===== src/rtl/cheri_regfile_clear_ctrl.sv =====
// Arbitrates the CHERI register-file write port between commit writeback and queued quarter-clears.
// Optional build macro CHERI_CLR_MERGE_EN folds same-quarter requests into the FIFO tail entry.
module cheri_regfile_clear_ctrl #(
   parameter int DATA_WIDTH    = 32,
   parameter int FIFO_DEPTH    = 4,
   parameter int NR_READ_PORTS = 2
) (
   input  logic                          clk_i,
   input  logic                          rst_ni,
   input  logic                          clr_valid_i,
   output logic                          clr_ready_o,
   input  logic [1:0]                    clr_quarter_i,
   input  logic [7:0]                    clr_mask_i,
   input  logic                          commit_we_i,
   input  logic [4:0]                    commit_waddr_i,
   input  logic [DATA_WIDTH-1:0]         commit_wdata_i,
   output logic                          rf_we_o,
   output logic                          rf_clr_o,
   output logic [4:0]                    rf_waddr_o,
   output logic [DATA_WIDTH-1:0]         rf_wdata_o,
   output logic [7:0]                    rf_mask_o,
   output logic [1:0]                    rf_quarter_o,
   input  logic [NR_READ_PORTS-1:0][4:0] raddr_i,
   output logic [NR_READ_PORTS-1:0]      hazard_o,
   output logic [31:0]                   pending_o,
   output logic                          busy_o
);

   localparam int PW = $clog2(FIFO_DEPTH);
   localparam logic [PW:0] DEPTH_C = (PW+1)'(FIFO_DEPTH);

   logic [7:0]    q_mask    [FIFO_DEPTH];
   logic [1:0]    q_quarter [FIFO_DEPTH];
   logic [7:0]    q_mask_stripped [FIFO_DEPTH];
   logic [PW-1:0] rd_ptr, wr_ptr, tail_ptr;
   logic [PW:0]   count;

   logic       full, empty, accept, pop, merge, alloc, strip_en;
   logic [7:0] strip_bit, req_mask, head_mask;
   logic [31:0] pend;

   always_comb begin
      full      = (count == DEPTH_C);
      empty     = (count == '0);
      tail_ptr  = wr_ptr - 1'b1;
      strip_en  = commit_we_i && (commit_waddr_i != 5'd0);
      strip_bit = 8'b1 << commit_waddr_i[2:0];
      accept    = clr_valid_i && !full;
      pop       = !commit_we_i && !empty;
      head_mask = q_mask[rd_ptr];
      // A same-cycle request is older than the commit, so it loses the committed register's bit too
      req_mask  = clr_mask_i;
      if (strip_en && (clr_quarter_i == commit_waddr_i[4:3])) begin
         req_mask = clr_mask_i & ~strip_bit;
      end
      for (int i = 0; i < FIFO_DEPTH; i++) begin
         q_mask_stripped[i] = q_mask[i];
         if (strip_en && (q_quarter[i] == commit_waddr_i[4:3])) begin
            q_mask_stripped[i] = q_mask[i] & ~strip_bit;
         end
      end
`ifdef CHERI_CLR_MERGE_EN
      merge = accept && (req_mask != 8'h00) && !empty &&
              (q_quarter[tail_ptr] == clr_quarter_i) &&
              !(pop && (count == (PW+1)'(1)));
`else
      merge = 1'b0;
`endif
      alloc = accept && (req_mask != 8'h00) && !merge;
   end

   // Popped slots are zeroed so the pending map can simply OR every slot
   always_ff @(posedge clk_i or negedge rst_ni) begin
      if (!rst_ni) begin
         rd_ptr       <= '0;
         wr_ptr       <= '0;
         count        <= '0;
         rf_we_o      <= 1'b0;
         rf_clr_o     <= 1'b0;
         rf_waddr_o   <= '0;
         rf_wdata_o   <= '0;
         rf_mask_o    <= '0;
         rf_quarter_o <= '0;
         for (int i = 0; i < FIFO_DEPTH; i++) begin
            q_mask[i]    <= '0;
            q_quarter[i] <= '0;
         end
      end else begin
         for (int i = 0; i < FIFO_DEPTH; i++) begin
            q_mask[i] <= q_mask_stripped[i];
         end
         if (pop) begin
            q_mask[rd_ptr] <= 8'h00;
            rd_ptr         <= rd_ptr + 1'b1;
         end
         if (merge) begin
            q_mask[tail_ptr] <= q_mask_stripped[tail_ptr] | req_mask;
         end
         if (alloc) begin
            q_mask[wr_ptr]    <= req_mask;
            q_quarter[wr_ptr] <= clr_quarter_i;
            wr_ptr            <= wr_ptr + 1'b1;
         end
         count <= count + (PW+1)'(alloc) - (PW+1)'(pop);

         rf_we_o      <= 1'b0;
         rf_clr_o     <= 1'b0;
         rf_waddr_o   <= '0;
         rf_wdata_o   <= '0;
         rf_mask_o    <= '0;
         rf_quarter_o <= '0;
         if (commit_we_i) begin
            rf_we_o    <= 1'b1;
            rf_waddr_o <= commit_waddr_i;
            rf_wdata_o <= commit_wdata_i;
         end else if (pop && (head_mask != 8'h00)) begin
            rf_we_o      <= 1'b1;
            rf_clr_o     <= 1'b1;
            rf_mask_o    <= head_mask;
            rf_quarter_o <= q_quarter[rd_ptr];
         end
      end
   end

   always_comb begin
      pend = 32'h0;
      for (int i = 0; i < FIFO_DEPTH; i++) begin
         pend = pend | (32'(q_mask[i]) << {q_quarter[i], 3'b000});
      end
      if (rf_clr_o) begin
         pend = pend | (32'(rf_mask_o) << {rf_quarter_o, 3'b000});
      end
      pend[0] = 1'b0;
   end

   assign pending_o   = pend;
   assign clr_ready_o = !full;
   assign busy_o      = !empty || rf_clr_o;

   always_comb begin
      for (int i = 0; i < NR_READ_PORTS; i++) begin
         hazard_o[i] = pend[raddr_i[i]];
      end
   end

endmodule


===== config.mk =====
export PLATFORM = sky130hd
export DESIGN_NAME = cheri_regfile_clear_ctrl
export DESIGN_NICKNAME = d
export VERILOG_FILES = /design/src/rtl/cheri_regfile_clear_ctrl.sv
export SDC_FILE = /design/constraint.sdc
export NUM_CORES = 1
export LEC_CHECK = 0
export CORE_MARGIN = 2
export CORE_UTILIZATION = 46
export DETAILED_ROUTE_END_ITERATION = 6
export PLACE_DENSITY = 0.74
export SYNTH_ARGS = -nofsm -noshare
export SYNTH_HDL_FRONTEND = slang
export SYNTH_SLANG_ARGS = --single-unit

===== constraint.sdc =====
create_clock -name clk_i -period 2.66 [get_ports clk_i]
set_clock_uncertainty 0.1 [all_clocks]
set_input_delay 0.532 -clock clk_i [delete_from_list [all_inputs] [get_ports clk_i]]
set_output_delay 0.532 -clock clk_i [all_outputs]
set_load 0.005 [all_outputs]

==> metrics.md <==
| Metric | Value |
|---|---|
| Outcome | complete, but fails checks |
| Failing checks | negative setup slack |
| Most frequent cell after synthesis | dfrtp_1 |
| Worst-margin pin slew | 0.713 ns |
| MaxCap Viol Count | 0 |
| Die ar. | 14,700 sq um |
| Routability cong. | 1.02 |
| Unrepaired setup endpoints after global routing | yes |
| Synth Instances | 678 |
| Max Slew Vio Count | 0 |
| Part of the cycle the worst path needs | 122% |
| Util after Layout | 79.3% |
| Power per standard cell area | approximately 1200 nW/um^2 |
| Met2 wire length | 12.1 mm |
| Hpwl dp | between 15 and 20 mm |
| Slew margin rel. | between 50% and 60% |
| CP Capture Type | output port |
| Clock latency on the worst-skew pair | between 0.3 and 0.4 ns |
| Setup TNS | -1.64 ns |
| Post-synth EDFFs | 0 |
| Grt ovf | 0 |
| Synth warn | 0 |
| # fillers | 873 |
| WL per Instance | 21.7 um |
| Area grow syn2layout | 67.2% |
| Area leader, netlist | dfrtp_1 |
| Startpoint Class | register |
| Synth Area per Inst | about 9.3 sq um |
| Worst path required time | around 2 ns |
| Top FF cell, synth | dfrtp_1 |
| Largest net degree at the start of global routing | 41 |
| Cell Area, Synth | 6300 sq um |
| Final Hold Viols | 0 |
| Die W | roughly 120 um |
| Async SR Flop Fraction | between 90% and 100% |
| Crit path kind | register to output port |
| CP arrival | 2.61 ns |
| Global-route wire length before repair | 39.8 mm |
| Residual DRC | 0 |
| Placed Instances | 1,120 |
| Seq cells post-synth | 96 |
| Number of global-route vias before repair | 7,373 |
| Seq/Total Area, Yosys | 38.1% |
| Nets | 1,078 |
| Initial core utilization | 47.4% |
| Worst Setup SP | q_quarter[0]$_DFFE_PN0P_ |
| Switching pwr | around 5.0 mW |
| CTS clk-pin slew, worst paths | 0.07 ns |
| Vias | 7,174 |
| Reg power frac | between 20% and 30% |
| Worst hold-check path type | input pin to async pin |
| CP Max Fanout | 8 |
| Hold slack | 0.0692 ns |
| Max clock buf depth | 2 |
| Max frequency | 308 MHz |
| Htree depth | 3 |
| Cell Count, Final, Fillers Out | 1,186 |
| Gr usage total | about a third |
| Top cell type's share of synthesized area | 38.1% |
| Yosys cell types | just under 60 |
| First-pass DRT Iterations | 6 |
| Final setup margin | -0.586 ns |
| Setup-failing EPs final | 7 |
| Layout cells sized above 1 | 37.3% |
| Top Metal Used | met4 |
| Number of port buffers | 144 |
| Routed WL | 25.7 mm |
| Power share of the combinational group | 67.7% |
| Sw frac | between 40 and 50% |
| Min Tclk post-route | 3.25 ns |
| CTS buffer count | 9 |
| Diode count | 0 |
| Clk root buf | clkbuf_16 |
| CTS tree | yes |
| I/O pins | 146 |
| Clock share of power | 10.7% |
| Commonest cells in the netlist | dfrtp_1, nand2_1, nand3_1, and2_1, clkbuf_1 |
| Post-CTS Hold Buffers | 0 |
| Initial DRC Count | 795 |
| Met1 wire length | 9.58 mm |
| Power, Total | around 12 mW |
| Std-Cell Rows | 42 |
| Antenna violations before repair | 0 |
| Core Area | roughly 13,000 sq um |
| Top post-synthesis cells by area | dfrtp_1, mux2i_1, nand2_1, mux4_2, nand3_1 |
| Clk sinks | 96 |
| Peak VDD IR | between 0.5 and 0.6 mV |
| Syn Nets | 750 |
| Via density | 6.05 |
| Int Pwr | ~7.4 mW |
| Die H | 121 um |
| Worst r2r src | rd_ptr[0]$_DFFE_PN0P_ |
| Leak Pwr | 4.99 nW |
| Routed wl met3 | 2.52 mm |
| Remaining antenna violation count | 0 |
-- power groups by stage --
| stage | logic, mW | registers [mW] | clock network (mW) |
|---|---|---|---|
| after global placement | 6.44 | 2.48 | 0 |
| final | 8.42 | 2.68 | 1.34 |
| after floorplan | 3.04 | 2.30 | 0 |
| after detailed placement | 6.57 | 2.50 | 0 |
| after CTS | 7.93 | 2.58 | 1.34 |
| after global routing | 8.85 | 2.70 | 1.40 |
-- cell type report --
class	count	area, sq um	share of cell area [%]
clock inverter	4	53.8	0.510
multi-input combinational	507	4040	38.3
clock buffer	11	253	2.40
sequential	96	2410	22.9
inverter	25	96.3	0.914
timing repair buffer	367	3470	32.9
tap	176	220	2.09
-- metal layers --
metal,up-vias,track usage [%]
met1,3420,42.7
met3,131,7.71
met4,0,20.1
met2,526,57.5
met5,-,0
li1,3097,-
-- flip-flops by register name, indices dropped and copies added, names as in the netlist --
register,cells
wr_ptr,2
rf_waddr_o,5
rf_quarter_o,2
rf_we_o,1
q_mask,32
rf_wdata_o,32
count,3
rd_ptr,2
rf_clr_o,1
rf_mask_o,8
q_quarter,8
-- cell families (layout without fill, tap and decap cells) --
logic type | count (synthesis) | after routing | share of synthesized area, %
compound gates | 89 | 89 | 9.86
xor+xnor | 14 | 14 | 1.94
fa+ha+maj | 11 | 11 | 2.30
buf+inv | 75 | 407 | 4.98
flops | 96 | 96 | 38.1
mux | 58 | 58 | 12.6
other cells | 1 | 1 | 0.0595
simple gates | 334 | 334 | 30.1
-- path summary, 6_finish.rpt --
check,end,depth (start not counted),slack [ns]
max,hazard_o[1],11,-0.59
min,rf_wdata_o[15]$_DFF_PN0_,1,0.07
max reg2reg,rf_we_o$_DFF_PN0_,5,0.26
min reg2reg,count[0]$_DFF_PN0_,1,0.49
max in group asynchronous,q_quarter[1]$_DFFE_PN0P_,2,1.68
min in group clk_i,rf_waddr_o[1]$_DFF_PN0_,3,0.48
-- worst max-delay path, cell delays in order, from the launching register on --
cell and delay [ns]:
dfrtp_1 0.42, buf_4 0.16, nor2b_4 0.27, o2bb2ai_1 0.19, a211o_1 0.26, buf_6 0.14
buf_4 0.09, o22ai_1 0.08, nor4b_1 0.27, o211ai_1 0.14, nand4bb_1 0.12, buf_2 0.11
-- metrics by stage --
stage          cell area [sq um]  setup slack, ns
2_1_floorplan               6430           -0.527
5_1_grt                    10500           -0.632
6_report                   10500           -0.586
3_3_place_gp                9220           -0.844
4_1_cts                    10400           -0.468
3_5_place_dp                9220           -0.910
-- cells in the final DEF, fill, tap and decap left out, types with 12 or more instances in the layout --
master,count
a22oi_2,12
buf_12,16
nand4_1,17
mux4_2,14
and2_1,46
nor2_1,12
inv_1,22
nand3_1,57
nor3b_1,15
dfrtp_1,90
mux2i_1,35
clkdlybuf4s50_1,103
nand2_1,89
buf_6,24
buf_4,183
nand3b_1,28
-- timing repair --
action	CTS	global route
gates cloned	7	0
endpoints found under the hold margin	0	0
pin swaps	60	30
resized for setup	161	69
setup buffers	45	6
setup endpoints to repair	74	31
(Power assumes the default switching activity.)
